--- src/rtl/gate_sweep_pkg.sv ---
// Shared types and constants for the gate truth-table sweep controller.
// Reference truth tables are indexed by vector, so bit k is the gate output for input value k.
package gate_sweep_pkg;

   typedef enum logic [1:0] {
      IDLE = 2'd0,
      RUN  = 2'd1,
      DONE = 2'd2
   } state_e;

   localparam logic [3:0] TT_NAND2 = 4'b0111;
   localparam logic [3:0] TT_NOR2  = 4'b0001;
   localparam logic [3:0] TT_AND2  = 4'b1000;
   localparam logic [3:0] TT_OR2   = 4'b1110;
   localparam logic [3:0] TT_XOR2  = 4'b0110;

   function automatic int nvec(input int n_in);
      return 1 << n_in;
   endfunction

endpackage

--- src/rtl/gate_sweep_controller_if.sv ---
// Host/gate-side signal bundle of the sweep controller.
// The controller uses the slave modport; the host that starts sweeps and owns the gate uses master.
interface gate_sweep_controller_if
   import gate_sweep_pkg::*;
#(
   parameter int N_IN = 2
);
   localparam int NVEC = nvec(N_IN);

   logic              start;
   logic [NVEC-1:0]   expected_tt;
   logic              dut_q;
   logic [N_IN-1:0]   vec;
   logic              busy;
   logic              done;
   logic              pass;
   logic [N_IN:0]     err_cnt;
   logic [N_IN-1:0]   first_fail;

   modport master (
      output start, expected_tt, dut_q,
      input  vec, busy, done, pass, err_cnt, first_fail
   );

   modport slave (
      input  start, expected_tt, dut_q,
      output vec, busy, done, pass, err_cnt, first_fail
   );

endinterface

--- src/rtl/gate_sweep_dwell_cnt.sv ---
// Dwell timer: clear/increment counter whose terminal-count flag marks the last cycle of a vector.
module gate_sweep_dwell_cnt #(
   parameter int DWELL = 20
) (
   input  logic clk,
   input  logic rst_n,
   input  logic load,
   input  logic inc,
   output logic tc
);
   localparam int CW = (DWELL > 1) ? $clog2(DWELL) : 1;

   logic [CW-1:0] cnt_q, cnt_d;

   always_comb begin
      cnt_d = cnt_q;
      if (load) begin
         cnt_d = '0;
      end else if (inc) begin
         cnt_d = cnt_q + CW'(1);
      end
   end

   always_ff @(posedge clk or negedge rst_n) begin
      if (!rst_n) begin
         cnt_q <= '0;
      end else begin
         cnt_q <= cnt_d;
      end
   end

   assign tc = (cnt_q == CW'(DWELL - 1));

endmodule

--- src/rtl/gate_sweep_controller.sv ---
// Exhaustive truth-table sweep of a small combinational gate, with error count and first failing vector.
// Define GATE_SWEEP_STOP_ON_FAIL_EN to end the sweep at the first mismatching vector.
module gate_sweep_controller
   import gate_sweep_pkg::*;
#(
   parameter int N_IN  = 2,
   parameter int DWELL = 20
) (
   input  logic                  clk,
   input  logic                  rst_n,
   gate_sweep_controller_if.slave bus
);
   localparam int NVEC = nvec(N_IN);
   localparam int EW   = N_IN + 1;
`ifdef GATE_SWEEP_STOP_ON_FAIL_EN
   localparam bit STOP_ON_FAIL = 1'b1;
`else
   localparam bit STOP_ON_FAIL = 1'b0;
`endif

   state_e          state_q, state_d;
   logic [N_IN-1:0] vec_q, vec_d;
   logic [N_IN-1:0] first_fail_q, first_fail_d;
   logic [EW-1:0]   err_cnt_q, err_cnt_d;
   logic [NVEC-1:0] tt_q, tt_d;
   logic            dwell_load, dwell_inc, dwell_tc;
   logic            mismatch, last_vec;

   gate_sweep_dwell_cnt #(.DWELL(DWELL)) u_dwell (
      .clk   (clk),
      .rst_n (rst_n),
      .load  (dwell_load),
      .inc   (dwell_inc),
      .tc    (dwell_tc)
   );

   // The gate output is judged only on the last cycle of each dwell window.
   assign mismatch = (state_q == RUN) && dwell_tc && (bus.dut_q != tt_q[vec_q]);
   assign last_vec = (vec_q == {N_IN{1'b1}});

   always_comb begin
      state_d      = state_q;
      vec_d        = vec_q;
      first_fail_d = first_fail_q;
      err_cnt_d    = err_cnt_q;
      tt_d         = tt_q;
      dwell_load   = 1'b0;
      dwell_inc    = 1'b0;
      case (state_q)
         IDLE, DONE: begin
            if (bus.start) begin
               state_d      = RUN;
               vec_d        = '0;
               first_fail_d = '0;
               err_cnt_d    = '0;
               tt_d         = bus.expected_tt;
               dwell_load   = 1'b1;
            end
         end
         RUN: begin
            dwell_inc = 1'b1;
            if (dwell_tc) begin
               dwell_load = 1'b1;
               if (mismatch) begin
                  if (err_cnt_q != EW'(NVEC)) err_cnt_d = err_cnt_q + EW'(1);
                  if (err_cnt_q == '0) first_fail_d = vec_q;
               end
               if (last_vec || (STOP_ON_FAIL && mismatch)) begin
                  state_d = DONE;
               end else begin
                  vec_d = vec_q + N_IN'(1);
               end
            end
         end
         default: state_d = IDLE;
      endcase
   end

   always_ff @(posedge clk or negedge rst_n) begin
      if (!rst_n) begin
         state_q      <= IDLE;
         vec_q        <= '0;
         first_fail_q <= '0;
         err_cnt_q    <= '0;
         tt_q         <= '0;
      end else begin
         state_q      <= state_d;
         vec_q        <= vec_d;
         first_fail_q <= first_fail_d;
         err_cnt_q    <= err_cnt_d;
         tt_q         <= tt_d;
      end
   end

   assign bus.vec        = vec_q;
   assign bus.busy       = (state_q == RUN);
   assign bus.done       = (state_q == DONE);
   assign bus.pass       = (state_q == DONE) && (err_cnt_q == '0);
   assign bus.err_cnt    = err_cnt_q;
   assign bus.first_fail = first_fail_q;

endmodule

--- src/flat_wrapper.sv ---
// flat-port wrapper written by rule: the top's interface ports become plain ports
module gate_sweep_controller_flat import gate_sweep_pkg::*;
#(
   parameter int N_IN  = 2,
   parameter int DWELL = 20
)
  (clk, rst_n, bus_start, bus_expected_tt, bus_dut_q, bus_vec, bus_busy, bus_done, bus_pass, bus_err_cnt, bus_first_fail);
  gate_sweep_controller_if #(.N_IN(N_IN)) bus_i ();
  input  logic clk;
  input  logic rst_n;
  input wire logic [$bits(bus_i.start)-1:0] bus_start;
  input wire logic [$bits(bus_i.expected_tt)-1:0] bus_expected_tt;
  input wire logic [$bits(bus_i.dut_q)-1:0] bus_dut_q;
  output wire logic [$bits(bus_i.vec)-1:0] bus_vec;
  output wire logic [$bits(bus_i.busy)-1:0] bus_busy;
  output wire logic [$bits(bus_i.done)-1:0] bus_done;
  output wire logic [$bits(bus_i.pass)-1:0] bus_pass;
  output wire logic [$bits(bus_i.err_cnt)-1:0] bus_err_cnt;
  output wire logic [$bits(bus_i.first_fail)-1:0] bus_first_fail;
  assign bus_i.start = bus_start;
  assign bus_i.expected_tt = bus_expected_tt;
  assign bus_i.dut_q = bus_dut_q;
  assign bus_vec = bus_i.vec;
  assign bus_busy = bus_i.busy;
  assign bus_done = bus_i.done;
  assign bus_pass = bus_i.pass;
  assign bus_err_cnt = bus_i.err_cnt;
  assign bus_first_fail = bus_i.first_fail;
  gate_sweep_controller #(.N_IN(N_IN), .DWELL(DWELL)) u_core (.clk(clk), .rst_n(rst_n), .bus(bus_i));
endmodule
--- config.mk ---
export PLATFORM = sky130hd
export DESIGN_NAME = gate_sweep_controller_flat
export DESIGN_NICKNAME = d
export VERILOG_FILES = /design/src/rtl/gate_sweep_pkg.sv /design/src/rtl/gate_sweep_controller_if.sv /design/src/rtl/gate_sweep_dwell_cnt.sv /design/src/rtl/gate_sweep_controller.sv /design/src/flat_wrapper.sv
export SDC_FILE = /design/constraint.sdc
export NUM_CORES = 1
export LEC_CHECK = 0
export BUFFER_PORTS_ARGS = -buffer_cell sky130_fd_sc_hd__buf_2
export CAP_MARGIN = 40
export CORE_UTILIZATION = 61
export CTS_BUF_LIST = sky130_fd_sc_hd__clkbuf_4 sky130_fd_sc_hd__clkbuf_8
export DETAILED_ROUTE_END_ITERATION = 10
export PLACE_DENSITY = 0.86
export REMOVE_ABC_BUFFERS = 1
export SYNTH_ARGS = -nofsm -noshare
export SYNTH_HDL_FRONTEND = slang
export SYNTH_SLANG_ARGS = --single-unit
--- constraint.sdc ---
create_clock -name clk -period 3.7 [get_ports clk]
set_input_delay 0.555 -clock clk [delete_from_list [all_inputs] [get_ports clk]]
set_output_delay 0.555 -clock clk [all_outputs]
set_load 0.02 [all_outputs]
==> results.py <==
metrics = {
    "setup_path": {
        "crit_family": "simple AND/OR/NAND/NOR gates",
        "startpoint": "u_core.bus.err_cnt[0]",
        "cp_cell_sequence": "inv_1, ha_1, nor2b_1, and2_1, buf_2",
        "cp_slowest_stage_delay_ps": 440,
        "crit_type": "reg2out",
        "r2r-start": "u_core.bus.vec[0]",
        "critical_path_arrival_ps": 1580,
        "crit_path_end_kind": "output port",
        "setup.worst_path.start_class": "flop",
        "worstPathMaxFanout": 5,
        "cpMaxStageDelayCell": "dfrtp_1",
        "crit_required_ps": 3140,
        "cp_num_buf_inv": 2,
    },
    "clocking": {
        "cts_tree": "built",
        "postCtsResizedCells": 0,
        "clk_pin_slew_ps": 100,
        "postCtsHoldBufs": 0,
        "clock_path_buffers": 2,
        "numCtsBuffers": 3,
        "worstSkewPairLatency_ps": 300,
        "cts_sinks": 18,
        "htreeDepth": 1,
        "cts_setup_buffers": 0,
        "root_buffer": "clkbuf_4",
    },
    "run_status": {
        "status": "finished clean",
    },
    "routing": {
        "drc": 0,
        "antenna_left": 0,
        "wirelength_mm": 1.830,
        "via_count": 775,
        "drt_iter0_drc": 16,
        "detailedRoute.firstPassIterationCount": 4,
        "viasPerCell": 5.871,
        "wire_per_inst_um": 13.86,
    },
    "layout": {
        "n_antenna_cell": 0,
        "fillers": 119,
        "drive_gt1_share_pct": 21.55,
        "syn2layout_area_growth_pct": 12.83,
        "final_nets": 129,
    },
    "synth": {
        "synth_ff_type": "dfrtp_1",
        "avgSynthCellArea_um2": 9.946,
        "yosysSeqAreaShare_pct": 45.74,
        "synth_seq_cells": 18,
        "synth_edf_count": 0,
        "synth.distinct_cells": 32,
        "syn-cell-area_um2": 984.7,
        "syn_inst": 99,
        "async_reset_ff_share_pct": 100.0,
        "yosys_warnings": 0,
    },
    "timing": {
        "rsz0062_at_grt": "false",
        "tightest_slew_ps": 813.3,
        "period_needed_ps": 2134,
        "hold_viol": 0,
        "fmax_ghz": 0.4685,
        "fin_tns_setup_ps": 0,
        "relSlewSlack_pct": 45.67,
        "finalMaxSlewViolations": 0,
        "finClkSkew_ps": 5.982,
        "setup_viol": 0,
        "fin_crit_sh_pct": 57.69,
    },
    "global_routing": {
        "antenna_found_initial": 0,
        "grt_pass1_vias": 737,
        "grt_usage_pct": 24.20,
        "grt_pass1_wl_mm": 3.229,
        "grt_start_max_net_pins": 19,
        "gr-total-overflow": 0,
    },
    "placement": {
        "io_buffers": 17,
        "gp_congestion": 0.7652,
        "dp_hpwl_mm": 1.333,
    },
    "floorplan": {
        "coreArea_mm2": 0.001506,
        "num_rows": 14,
        "die-area_mm2": 0.001779,
        "die_w_um": 42.18,
        "start_util_pct": 65.37,
        "pin_count": 18,
        "die_h_um": 42.18,
    },
    "power": {
        "p_leak_nw": 0.5409,
        "peakVddDrop_v": 0.0004663,
        "finalPower_uw": 899.8,
        "powerDensity_mw_per_mm2": 809.8,
    },
    "worst_hold_path": {
        "min_path_type": "in2async",
    },
    "run": {
        "maxCapViolCount": 0,
    },
}
-- state kept, by name, summed over array words and instances, names as in the netlist --
| name | count |
|---|---|
| u_core.tt_q | 4 |
| u_core.bus.vec | 2 |
| u_core.u_dwell.cnt_q | 5 |
| u_core.state_q | 2 |
| u_core.bus.err_cnt | 3 |
| u_core.bus.first_fail | 2 |
-- power breakdown --
group	internal (mW)	total, mW	switching [mW]
sequential	0.279	0.358	0.0792
clock	0.0600	0.122	0.0618
combinational	0.180	0.420	0.240
-- cells in the final DEF, fill, tap and decap left out, drive strengths merged, types with 2 or more instances in the layout --
master and count:
nand3 2, clkbuf 4, a21o 2, nand2b 2, a21oi 4, nand2 18
o2bb2ai 3, buf 17, nor3b 3, mux2i 3, inv 4, nor3 3
a32o 2, o21ai 2, dfrtp 18, nor2 6, ha 4, nor2b 5
-- worst register-to-register path: stages (launching register included) --
cell     delay, ps
dfrtp_1        470
mux4_2         590
xnor2_2        190
nor4b_4        270
mux2_1         350
-- synthesized netlist by cell type, types with 2 or more instances --
| master | number | area [µm²] |
|---|---|---|
| dfrtp_1 | 18 | 450.4 |
| nand2_1 | 18 | 67.56 |
| nor2_1 | 6 | 22.52 |
| nor2b_1 | 5 | 31.28 |
| a21oi_1 | 4 | 20.02 |
| ha_1 | 4 | 50.05 |
| inv_1 | 4 | 15.01 |
| clkbuf_1 | 3 | 11.26 |
| mux2i_1 | 3 | 30.03 |
| nor3_1 | 3 | 15.01 |
| nor3b_1 | 3 | 22.52 |
| o2bb2ai_1 | 3 | 26.28 |
| a21o_1 | 2 | 15.01 |
| a32o_1 | 2 | 20.02 |
| nand2b_1 | 2 | 12.51 |
| nand3_1 | 2 | 10.01 |
| o21ai_0 | 2 | 10.01 |
-- per-stage QoR --
step | worst slack [ps] | hold WS, ps | utilization (%) | cell area (µm²) | cells
after global routing | 1434 | 202.4 | 73.75 | 1111 | 132
after CTS | 1579 | 181.9 | 73.75 | 1111 | 132
after detailed placement | 1736 | 460.6 | 71.35 | 1075 | 128
after floorplan | 1686 | 259.4 | - | 969.7 | 95
final | 1566 | 165.5 | 73.75 | 1111 | 132
after global placement | 1778 | 464.0 | 71.35 | 1075 | 128
-- routing by layer --
metal	vias up	routed length [µm]	global-route usage, %	part of all wire, %
met5	-	0	0	0
met1	371	828	31.90	45
li1	382	-	-	-
met3	5	59	3.879	3.2
met4	0	33	11.25	1.8
met2	17	908	39.08	50
-- logic make-up after synthesis --
logic type,count (synthesis),share of synthesized area [%]
AOI/OAI and AO/OA,15,10.80
xor gates and xnor gates,2,2.542
adders and majority gates,4,5.083
buffers and inverters,8,3.049
DFF,18,45.74
muxes,5,6.480
and+or+nand+nor,47,26.30
-- worst paths after layout --
path                                           end  slack, ps  depth (start not counted)
max                                       bus_pass       1570                          5
min reg2reg                         u_core.tt_q[3]        490                          2
max reg2reg                  u_core.bus.err_cnt[1]       1730                          4
max in group asynchronous  u_core.u_dwell.cnt_q[1]       3250                          1
min in group clk                    u_core.tt_q[1]        450                          3
min                          u_core.bus.err_cnt[1]        170                          1
-- final cells by class --
class,instances,area [µm²],share of cell area (%)
sequential,18,450.4,40.54
tap,16,20.02,1.802
clock buffer,4,36.28,3.266
inverter,4,15.01,1.351
multi-input combinational,73,504.2,45.38
timing repair buffer,17,85.08,7.658
Power figures use the tool's default switching activity.
